===== src/rtl/paicore_rx_pkg.sv =====
// Shared constants, types and helpers for the PAICORE receive channel.
package paicore_rx_pkg;

  localparam int WORD_WIDTH  = 32;
  localparam int FRAME_WIDTH = 64;

  typedef enum logic {
    IDLE  = 1'b0,
    ACKED = 1'b1
  } rx_state_t;

  function automatic int clog2(input int value);
    int result;
    result = 0;
    for (int i = 0; i < 31; i++) begin
      if ((1 << i) < value) result = i + 1;
    end
    return result;
  endfunction

endpackage


===== src/rtl/paicore_rx_fifo.sv =====
// First-word-fall-through frame FIFO with a registered full flag and an
// AXI-Stream style read side.
module paicore_rx_fifo
  import paicore_rx_pkg::*;
#(
  parameter int DEPTH      = 4,
  parameter int DATA_WIDTH = 64
) (
  input  logic                  clk,
  input  logic                  rst_n,
  input  logic                  push,
  input  logic [DATA_WIDTH-1:0] din,
  output logic                  full,
  input  logic                  m_axis_tready,
  output logic [DATA_WIDTH-1:0] m_axis_tdata,
  output logic                  m_axis_tvalid
);

  localparam int ADDR_WIDTH = clog2(DEPTH);
  localparam logic [ADDR_WIDTH:0]   FULL_COUNT = (ADDR_WIDTH + 1)'(DEPTH);
  localparam logic [ADDR_WIDTH:0]   COUNT_ONE  = (ADDR_WIDTH + 1)'(1);
  localparam logic [ADDR_WIDTH-1:0] PTR_ONE    = ADDR_WIDTH'(1);

  logic [DATA_WIDTH-1:0] mem [DEPTH];
  logic [ADDR_WIDTH-1:0] wr_ptr;
  logic [ADDR_WIDTH-1:0] rd_ptr;
  logic [ADDR_WIDTH:0]   count;
  logic [ADDR_WIDTH:0]   count_next;
  logic                  do_push;
  logic                  do_pop;

  assign do_push       = push && !full;
  assign do_pop        = m_axis_tvalid && m_axis_tready;
  assign m_axis_tvalid = (count != '0);
  // Masking keeps tdata at zero whenever nothing is stored, including after reset.
  assign m_axis_tdata  = m_axis_tvalid ? mem[rd_ptr] : '0;

  always_comb begin
    count_next = count;
    case ({do_push, do_pop})
      2'b10:   count_next = count + COUNT_ONE;
      2'b01:   count_next = count - COUNT_ONE;
      default: count_next = count;
    endcase
  end

  always_ff @(posedge clk or negedge rst_n) begin
    if (!rst_n) begin
      wr_ptr <= '0;
      rd_ptr <= '0;
      count  <= '0;
      full   <= 1'b0;
    end else begin
      if (do_push) wr_ptr <= wr_ptr + PTR_ONE;
      if (do_pop)  rd_ptr <= rd_ptr + PTR_ONE;
      count <= count_next;
      full  <= (count_next == FULL_COUNT);
    end
  end

  always_ff @(posedge clk) begin
    if (do_push) mem[wr_ptr] <= din;
  end

endmodule


===== src/rtl/paicore_rx_channel.sv =====
// One PAICORE output-link channel: 4-phase word receiver that pairs words into
// 64-bit frames and streams them out through a small FIFO.
module paicore_rx_channel
  import paicore_rx_pkg::*;
#(
  parameter int SYNC_STAGES = 2,
  parameter int DEPTH       = 4,
  parameter int DATA_WIDTH  = 64
) (
  input  logic                  m_axis_aclk,
  input  logic                  m_axis_aresetn,
  input  logic                  request,
  input  logic [31:0]           din,
  output logic                  acknowledge,
  input  logic                  m_axis_tready,
  output logic [DATA_WIDTH-1:0] m_axis_tdata,
  output logic                  m_axis_tlast,
  output logic                  m_axis_tvalid,
  output logic                  o_half_pending,
  output logic [31:0]           o_frame_cnt
);

  logic [SYNC_STAGES-1:0] sync_q;
  logic [SYNC_STAGES-1:0] sync_in;
  logic                   req_s;

  rx_state_t             state_q;
  rx_state_t             state_d;
  logic                  ack_q;
  logic                  ack_d;
  logic                  phase_q;
  logic                  phase_d;
  logic [WORD_WIDTH-1:0] hold_q;
  logic [WORD_WIDTH-1:0] hold_d;
  logic [31:0]           frame_cnt_q;
  logic [31:0]           frame_cnt_d;
  logic                  fifo_push;
  logic [DATA_WIDTH-1:0] fifo_din;
  logic                  fifo_full;
  logic                  can_take;

  assign sync_in = {sync_q[SYNC_STAGES-2:0], request};
  assign req_s   = sync_q[SYNC_STAGES-1];

  for (genvar i = 0; i < SYNC_STAGES; i++) begin : g_sync
    always_ff @(posedge m_axis_aclk or negedge m_axis_aresetn) begin
      if (!m_axis_aresetn) sync_q[i] <= 1'b0;
      else                 sync_q[i] <= sync_in[i];
    end
  end

  // A first half only needs the hold register, so it is taken even when the FIFO is full.
  assign can_take = !phase_q || !fifo_full;

  always_comb begin
    state_d     = state_q;
    ack_d       = ack_q;
    phase_d     = phase_q;
    hold_d      = hold_q;
    frame_cnt_d = frame_cnt_q;
    fifo_push   = 1'b0;
    fifo_din    = {hold_q, din};
    case (state_q)
      IDLE: begin
        if (req_s && can_take) begin
          state_d = ACKED;
          ack_d   = 1'b1;
          if (!phase_q) begin
            hold_d  = din;
            phase_d = 1'b1;
          end else begin
            fifo_push   = 1'b1;
            phase_d     = 1'b0;
            frame_cnt_d = frame_cnt_q + 32'd1;
          end
        end
      end
      ACKED: begin
        if (!req_s) begin
          state_d = IDLE;
          ack_d   = 1'b0;
        end
      end
      default: begin
        state_d = IDLE;
        ack_d   = 1'b0;
      end
    endcase
  end

  always_ff @(posedge m_axis_aclk or negedge m_axis_aresetn) begin
    if (!m_axis_aresetn) begin
      state_q     <= IDLE;
      ack_q       <= 1'b0;
      phase_q     <= 1'b0;
      hold_q      <= '0;
      frame_cnt_q <= '0;
    end else begin
      state_q     <= state_d;
      ack_q       <= ack_d;
      phase_q     <= phase_d;
      hold_q      <= hold_d;
      frame_cnt_q <= frame_cnt_d;
    end
  end

  paicore_rx_fifo #(
    .DEPTH      (DEPTH),
    .DATA_WIDTH (DATA_WIDTH)
  ) u_fifo (
    .clk           (m_axis_aclk),
    .rst_n         (m_axis_aresetn),
    .push          (fifo_push),
    .din           (fifo_din),
    .full          (fifo_full),
    .m_axis_tready (m_axis_tready),
    .m_axis_tdata  (m_axis_tdata),
    .m_axis_tvalid (m_axis_tvalid)
  );

  assign acknowledge    = ack_q;
  assign m_axis_tlast   = 1'b0;
  assign o_half_pending = phase_q;
  assign o_frame_cnt    = frame_cnt_q;

endmodule


===== config.mk =====
export PLATFORM = sky130hd
export DESIGN_NAME = paicore_rx_channel
export DESIGN_NICKNAME = d
export VERILOG_FILES = /design/src/rtl/paicore_rx_pkg.sv /design/src/rtl/paicore_rx_fifo.sv /design/src/rtl/paicore_rx_channel.sv
export SDC_FILE = /design/constraint.sdc
export NUM_CORES = 1
export LEC_CHECK = 0
export CAP_MARGIN = 10
export CELL_PAD_IN_SITES_DETAIL_PLACEMENT = 1
export CELL_PAD_IN_SITES_GLOBAL_PLACEMENT = 1
export CORE_MARGIN = 4
export CORE_UTILIZATION = 49
export CTS_CLUSTER_SIZE = 10
export DETAILED_ROUTE_END_ITERATION = 10
export DONT_BUFFER_PORTS = 1
export PLACE_DENSITY = 0.81
export SYNTH_ARGS = -nofsm -noshare
export SYNTH_HDL_FRONTEND = slang
export SYNTH_SLANG_ARGS = --single-unit

===== constraint.sdc =====
create_clock -name m_axis_aclk -period 3.1 [get_ports m_axis_aclk]
set_input_delay 0.62 -clock m_axis_aclk [delete_from_list [all_inputs] [get_ports m_axis_aclk]]
set_output_delay 0.62 -clock m_axis_aclk [all_outputs]
set_load 0.03 [all_outputs]

* Yosys cells after proc, flatten, opt, wreduce, memory -nomap -nowiden *
Memory sizes are Yosys's and may differ from the RTL's.
Cells that the tools add are included.

operators by class
  eq/ne operators = 5
  reduce and logical (&&, ||, !) cells = 11
  $add $sub $neg = 5
  muxes and demuxes = 14
  bitwise operators = 2

operators with widths
  operator                 number
  $mux W64                 1
  $add A32 B1 Y32 const B  1
  $mux W1                  10
  $pmux W3 S2              1
  $reduce_and A3 Y1        2
  $add A2 B1 Y2 const B    2
  $ne A2 B2 Y1 const B     2
  $pmux W1 S2              2
  $reduce_and A2 Y1        2
  $add A3 B1 Y3 const B    1
  $eq A3 B3 Y1 const B     1
  $logic_and A1 B1 Y1      3
  $reduce_bool A3 Y1       1
  $sub A3 B1 Y3 const B    1
  $eq A2 B1 Y1 const B     1
  $eq A2 B2 Y1 const B     1
  $logic_not A1 Y1         2
  $not A1 Y1               2
  $logic_or A1 B1 Y1       1

storage, ports and cells
  input bits = 36
  memory bits (writable) = 256
  register bits after elaboration = 77
  memories kept = 1
  output and inout port bits = 100
  logic and storage cells = 49

memory list
  memory      depth  bits a word  rd ports  clocked after Yosys merged registers in  write ports  RTL line               RTL
  u_fifo.mem  4      64           1         0                                        1            paicore_rx_fifo.sv:24  logic [DATA_WIDTH-1:0] mem [DEPTH];

* Logic depth before layout (Yosys ltp) *
Gate-level depths: netlist (run 1).

  word-level depth = 9
  gate-level depth with buffers = 10
  depth with buffers taken out = 9

* Modules after synthesis *
Synthesis (run 1) repeated with hierarchy kept, for this count alone.

second synthesis, totals
  cell total of the unflattened synthesis = 658
  area total of the unflattened synthesis = 12934.9 um2

modules (own cells, without submodules)
  module              times used  sequential area each (um2)  area each (um2)  cells an instance
  paicore_rx_fifo     1           7887.6                      10098.4          446
  paicore_rx_channel  1           1726.7                      2836.5           212

* Worst setup path after synthesis (run 1) *
Ideal clock, no wire load.

  path type = register to register
  start = register phase_q (netlist: o_half_pending)
  end = memory u_fifo.mem[2][0] (enable)
  path buffers = 2
  library setup time = 0.429 ns
  cell stages (with the launch flop) = 5
  data required time = 2.671 ns
  slack = -0.048 ns
  data arrival time = 2.720 ns
  clock period less this slack = 3.148 ns
  cell sequence = dfrtp_1 and4bb_1 buf_4 clkbuf_1 and2_1

between the ends
  longest elaborated chain between the ends = 8
  elaborated cells on any way between the ends = 9
  classes of those cells = mux (5); reduce/logical (4)

RTL lines
  what                             RTL line                   RTL
  start: declaration               paicore_rx_channel.sv:31   logic phase_q;
  start signal: assignment         paicore_rx_channel.sv:101  phase_q <= phase_d;
  $logic_not A1 Y1                 --
  $logic_or A1 B1 Y1               paicore_rx_channel.sv:53   assign can_take = !phase_q || !fifo_full;
  $logic_and A1 B1 Y1              paicore_rx_channel.sv:65   if (req_s && can_take) begin
  $mux W1 *                        paicore_rx_channel.sv:65
  $mux W1 *                        paicore_rx_channel.sv:63   case (state_q)
  $logic_and A1 B1 Y1 *            paicore_rx_fifo.sv:32      assign do_push = push && !full;
  $mux W1 *                        paicore_rx_fifo.sv:62      if (do_push) mem[wr_ptr] <= din;
  $mux W1 (not written as such) *  paicore_rx_fifo.sv:62
  end: declaration                 paicore_rx_fifo.sv:24

Mark *: on every way between the ends. The rest lies on a longest branch, timed or not.

* Final worst setup path (run 1) *
  start = register u_fifo.rd_ptr[0]
  end = output port m_axis_tdata[16]

between the ends
  longest elaborated chain between the ends = 2

RTL lines
  what                      RTL line                  RTL
  start: declaration        paicore_rx_fifo.sv:26     logic [ADDR_WIDTH-1:0] rd_ptr;
  start signal: assignment  paicore_rx_fifo.sv:55     if (do_pop) rd_ptr <= rd_ptr + PTR_ONE;
  $mem_v2 Z4 W64            --
  $mux W64                  paicore_rx_fifo.sv:36     assign m_axis_tdata = m_axis_tvalid ? mem[rd_ptr] : '0;
  end: declaration          paicore_rx_channel.sv:16  output logic [DATA_WIDTH-1:0] m_axis_tdata,

Every way passes these cells.

==> results of run 1 <==
logic make-up (layout without fill, tap and decap cells):
logic type / count (synthesis) / after routing / share of synthesized area
DFF: 333 / 333 / 0.744
xor gates and xnor gates: 37 / 37 / 0.0251
and+or+nand+nor: 143 / 143 / 0.0679
muxes: 97 / 97 / 0.140
adders and majority gates: 7 / 7 / 0.00736
buffers and inverters: 39 / 97 / 0.0132
AOI/OAI and AO/OA: 5 / 5 / 0.00213
other: 1 / 1 / 0.000290
final cells by class:
class                   instances  area (µm²)  area share
clock buffers                  67        1100      0.0754
clock inverters                 3        30.0     0.00205
inverters                      10        40.0     0.00274
multi-input cells             290        3160       0.216
flip-flops and latches        333        9620       0.658
well taps                     335         419      0.0287
repair buffers                 17         255      0.0175
flip-flops by register name, summed over array words and instances (netlist names):
signal and cells:
o_frame_cnt 32, u_fifo.mem 256, sync_in 1, o_half_pending 1, hold_q 32, u_fifo.count 3, u_fifo.wr_ptr 2, u_fifo.full 1
state_q 1, u_fifo.rd_ptr 2, acknowledge 1, req_s 1
path summary, 6_finish.rpt:
check	start	to	slack [ns]	depth (start not counted)
min in group m_axis_aclk	request	sync_in[1]$_DFF_PN0_	0.14	0
max reg2reg	o_half_pending$_DFFE_PN0P_	u_fifo.full$_DFF_PN0_	0.42	9
max in group asynchronous	m_axis_aresetn	u_fifo.rd_ptr[0]$_DFFE_PN0P_	2.69	1
max	u_fifo.rd_ptr[0]$_DFFE_PN0P_	m_axis_tdata[16]	0.18	3
min reg2reg	sync_in[1]$_DFF_PN0_	req_s$_DFF_PN0_	0.35	0
min	m_axis_aresetn	hold_q[30]$_DFFE_PN0P_	0.02	1
cells in the mapped netlist:
| master | count |
|---|---|
| a21oi_1 | 2 |
| nor4_4 | 1 |
| mux4_2 | 64 |
| o21ai_0 | 2 |
| xnor2_1 | 19 |
| buf_1 | 2 |
| or4_4 | 1 |
| nor3_2 | 1 |
| xor2_1 | 18 |
| nand2_1 | 19 |
| buf_4 | 2 |
| nor3b_1 | 2 |
| nand3_1 | 12 |
| nor3_1 | 3 |
| nor2_1 | 5 |
| ha_1 | 6 |
| nor4_2 | 3 |
| and4bb_1 | 1 |
| and2_1 | 71 |
| mux2i_1 | 1 |
| buf_2 | 5 |
| fa_1 | 1 |
| edfxtp_1 | 256 |
| o21a_1 | 1 |
| dfrtp_1 | 77 |
| and3_1 | 4 |
| inv_4 | 1 |
| nand4_1 | 8 |
| inv_1 | 9 |
| mux2_2 | 32 |
| conb_1 | 1 |
| nor4_1 | 7 |
| clkbuf_1 | 19 |
| or3_1 | 1 |
| buf_6 | 1 |
| and4_1 | 4 |
what timing repair did:
| item | in CTS | in global routing |
|---|---|---|
| setup endpoints to repair | 18 | 0 |
| buffers inserted | 1 | 0 |
| hold buffers | 1 | 0 |
| hold endpoints to repair | 77 | 0 |
through the flow:
stage	setup slack (ns)	cells	cell area, µm²	util
after floorplan	0.640	662	12900	-
after global placement	0.555	983	13400	0.517
after detailed placement	0.435	983	13400	0.517
after CTS	0.130	1055	14600	0.563
after global routing	0.0587	1055	14600	0.563
final	0.183	1055	14600	0.563
power groups by stage:
| stage | combinational (W) | sequential (W) | clock [W] |
|---|---|---|---|
| after global placement | 0.00394 | 0.00629 | 0 |
| after detailed placement | 0.00406 | 0.00642 | 0 |
| after floorplan | 0.00341 | 0.00612 | 0 |
| after CTS | 0.00420 | 0.00630 | 0.00417 |
| after global routing | 0.00437 | 0.00637 | 0.00441 |
| final | 0.00409 | 0.00628 | 0.00407 |
worst reg2reg max path, delay by kind of cell (launching register included):
family	cells	cell delay, ns
adders and majority gates	2	0.60
and+or+nand+nor	3	0.83
DFF	1	0.54
xor gates and xnor gates	2	0.36
buffers and inverters	2	0.27
metal layers:
metal,wire length [µm],track usage,part of all wire,up-vias
met5,0,0,0,-
met4,430,0.0378,0.016,0
met3,2080,0.0641,0.077,40
met2,13500,0.314,0.50,185
met1,11000,0.247,0.41,3258
li1,-,-,-,2619
==> results.toml, run 1 <==
[run_status]
status = "finished, final reports clean"

[detailed_routing]
drc = 0
wl_per_cell_um = 25.6
viasPerCell = 5.78
via_count = 6102
drt_iter0_markers = 401
wl_um = 27000
ant_nets = 0
dr.pass1.iters = 4

[setup_path]
crit_family = "flip-flops"
path_cells = "buf_12 -> mux4_2 -> and2_1"
crit_arrival_ns = 2.30
crit_required_ns = 2.48
start_kind = "register"
path_max_fanout = 26
slowest_delay_ns = 0.63
slowest_stage = "dfrtp_4"
crit_type = "reg2out"
endpoint_kind = "primary output"
critPathBufInv = 1

[run]
cap_violations = 0

[yosys]
syn_avg_cell_area_um2 = 19.5
yosysTopAreaCellShare = 0.595
syn_inst = 662
synth_fp_nets = 705
ys_ff_latch = 333
ys_warn_count = 0
synth_seq_area_share = 0.744
synth_cell_types = 36
yosysTopAreaCell = "edfxtp_1"
synth_area_leaders = "edfxtp_1, dfrtp_1, mux4_2, and2_1, mux2_2"
netlist_area_um2 = 12900

[die]
die_area_um2 = 29000
ios = 136
rows = 59
initial_core_util = 0.497
die_y_um = 170
die_w_um = 170
core_um2 = 26000

[timing]
finalClockSkew_ns = 0.0166
fin_crit_sh = 0.941
clock.fmax_mhz = 343
setup_viol = 0
worstMarginPinSlew_ns = 0.815
finalHoldWorstSlack_ns = 0.0192
post-route-min-period_ns = 2.92
rsz0062_at_grt = "no"
fin_tns_setup_ns = 0
hold_viol = 0
slew_viol_final = 0
relSlewSlack = 0.452

[grt]
grt_pass1_vias = 6842
grt_start_max_net_pins = 78
antenna_found_initial = 0
grtUsageTotal = 0.189
grt_overflow = 0
grt_pass1_wl_um = 42000

[clocking]
cts_buffers = 39
clock_sinks = 333
path_clk_slew_ns = 0.06
post_cts_resized = 0
cts_buffer_depth = 3
insertion_delay_ns = 0.51
tritoncts = "yes"
cts_max_level = 2
cts_root_buffer = "clkbuf_16"

[power]
p_per_area_nw_per_um2 = 987
sequentialPowerShare = 0.435
p_total_w = 0.0144
switching_share = 0.334
power.internal_w = 0.00962
p_clk_frac = 0.282
p_leak_nw = 5.06
pwr-share-comb = 0.283
ir_drop_mv = 0.573
power.switching_w = 0.00482

[min_path]
hp-class = "in2async"

[finish]
fillCellCount = 2277
area.growth.synth_to_final_pct = 13.1
drive_gt1_frac = 0.238
finalNetCount = 734
insertedDiodeCount = 0
final_common_cell = "edfxtp_1"
layout_common_cells = "edfxtp_1, dfrtp_1, and2_1"

[placement]
gp_congestion = 0.806
numPortBuffers = 0
hpwl_um = 16500
(Power assumes the default switching activity.)
==> run 2, diff against run 1 <==
Settings changed: HOLD_SLACK_MARGIN set to 0.1.
==> run 2 against run 1 <==
  * Cell area about the same
  * Via count fell by 0.26%
  * Fmax grew 0.19%
  * Clock skew down 0.0012 ns
  * Setup slack better by 0.0056 ns
  * Power about the same
  * Sequential power about the same
  * Combinational power barely moved
  * Final cell count about the same
==> results.toml, run 2 (same netlist as run 1, synthesis figures left out) <==
[timing]
post-route-min-period_ns = 2.91
hold_viol = 0
finalHoldWorstSlack_ns = 0.143
setup_viol = 0
worstMarginPinSlew_ns = 0.814
clock.fmax_mhz = 343
slew_viol_final = 0
postLayoutSetupSlackWorst_ns = 0.188
fin_tns_setup_ns = 0
rsz0062_at_grt = "no"
finalClockSkew_ns = 0.0155
fin_crit_sh = 0.939
relSlewSlack = 0.453

[finish]
top_register = "u_fifo.mem"
seq_area_um2 = 9620
fillCellCount = 2278
largest_reg_flops = 256
final_common_cell = "edfxtp_1"
finalNetCount = 735
final_cell_area_um2 = 14600
insertedDiodeCount = 0
area.growth.synth_to_final_pct = 13.2
layout_common_cells = "edfxtp_1, dfrtp_1, and2_1"
drive_gt1_frac = 0.237
multi_input_area_um2 = 3160

[setup_path]
critPathBufInv = 1
endpoint_kind = "primary output"
crit_type = "reg2out"
crit_arrival_ns = 2.29
crit_family = "flip-flops"
crit_required_ns = 2.48
worstSetupStartpoint = "u_fifo.rd_ptr[0]$_DFFE_PN0P_"
start_kind = "register"
slowest_delay_ns = 0.63
path_cells = "buf_12 -> mux4_2 -> and2_1"
slowest_stage = "dfrtp_4"
path_max_fanout = 26
r2r_start = "o_half_pending$_DFFE_PN0P_"

[grt]
grtUsageTotal = 0.189
grt_start_max_net_pins = 78
antenna_found_initial = 0
grt_pass1_vias = 6845
grt_overflow = 0
grt_pass1_wl_um = 42000

[clocking]
path_clk_slew_ns = 0.05
post_cts_resized = 0
cts_max_level = 2
cts_buffer_depth = 3
cts_root_buffer = "clkbuf_16"
insertion_delay_ns = 0.51
cts_buffers = 39
clock_sinks = 333
tritoncts = "yes"

[die]
initial_core_util = 0.497
die_y_um = 170
ios = 136
die_area_um2 = 29000
rows = 59
core_um2 = 26000
die_w_um = 170

[detailed_routing]
wl_per_cell_um = 25.6
wl_um = 27100
dr.pass1.iters = 4
via_count = 6086
drc = 0
viasPerCell = 5.76
ant_nets = 0
drt_iter0_markers = 417

[placement]
numPortBuffers = 0
pre_cts_ws_ns = 0.435
gp_congestion = 0.806
hpwl_um = 16500
postPlaceCellArea_um2 = 13400

[power]
ir_drop_mv = 0.573
p_per_area_nw_per_um2 = 987
p_leak_nw = 5.07

[min_path]
hold_start = "request"
hp-class = "in2reg"

[run]
cap_violations = 0

[run_status]
status = "finished, final reports clean"
run 2: per-stage QoR:
stage / cells / utilization / power, W
after floorplan: 662 / - / 0.00953
after global placement: 983 / 0.517 / 0.0102
after detailed placement: 983 / 0.517 / 0.0105
after CTS: 1056 / 0.563 / 0.0147
after global routing: 1056 / 0.563 / 0.0152
final: 1056 / 0.563 / 0.0144
run 2: per-layer routing:
layer / up-vias / share of wire / track usage
li1: 2620 / - / -
met1: 3242 / 0.41 / 0.247
met2: 185 / 0.50 / 0.315
met3: 39 / 0.077 / 0.0636
met4: 0 / 0.016 / 0.0378
met5: - / 0 / 0
run 2: repair_timing:
| action | in CTS | in global routing |
|---|---|---|
| endpoints found under the hold margin | 77 | 0 |
| hold buffers | 2 | 0 |
| setup buffers | 1 | 0 |
| endpoints found under the setup margin | 18 | 0 |
run 2: layout make-up:
type,count,share of cell area
Clock buffer,67,0.0753
Clock inverter,3,0.00205
Inverter,10,0.00274
Multi-Input combinational cell,290,0.216
Sequential cell,333,0.657
Tap cell,335,0.0286
Timing Repair Buffer,18,0.0181
run 2: path summary, 6_finish.rpt:
path                            slack (ns)                            to  cells after the start
worst max-delay path                  0.19              m_axis_tdata[16]                      3
worst min register to register        0.35               req_s$_DFF_PN0_                      0
worst max register to register        0.42         u_fifo.full$_DFF_PN0_                      9
worst min-delay path                  0.14          sync_in[1]$_DFF_PN0_                      0
max in group asynchronous             2.01  u_fifo.rd_ptr[0]$_DFFE_PN0P_                      2
min in group asynchronous             0.70        hold_q[30]$_DFFE_PN0P_                      2
run 2: worst register-to-register path, cell delays in order, from the launching register on:
cell	delay, ns
dfrtp_1	0.54
and4bb_1	0.50
inv_4	0.20
ha_1	0.22
inv_1	0.07
fa_1	0.38
xor2_1	0.15
nor2_1	0.11
xor2_1	0.21
nor3b_1	0.22
run 2: power breakdown:
| part | total [W] | switching [W] | internal (W) |
|---|---|---|---|
| logic | 0.00409 | 0.00257 | 0.00151 |
| clock network | 0.00407 | 0.00166 | 0.00241 |
| registers | 0.00628 | 0.000585 | 0.00570 |
| total | 0.0144 | 0.00482 | 0.00962 |
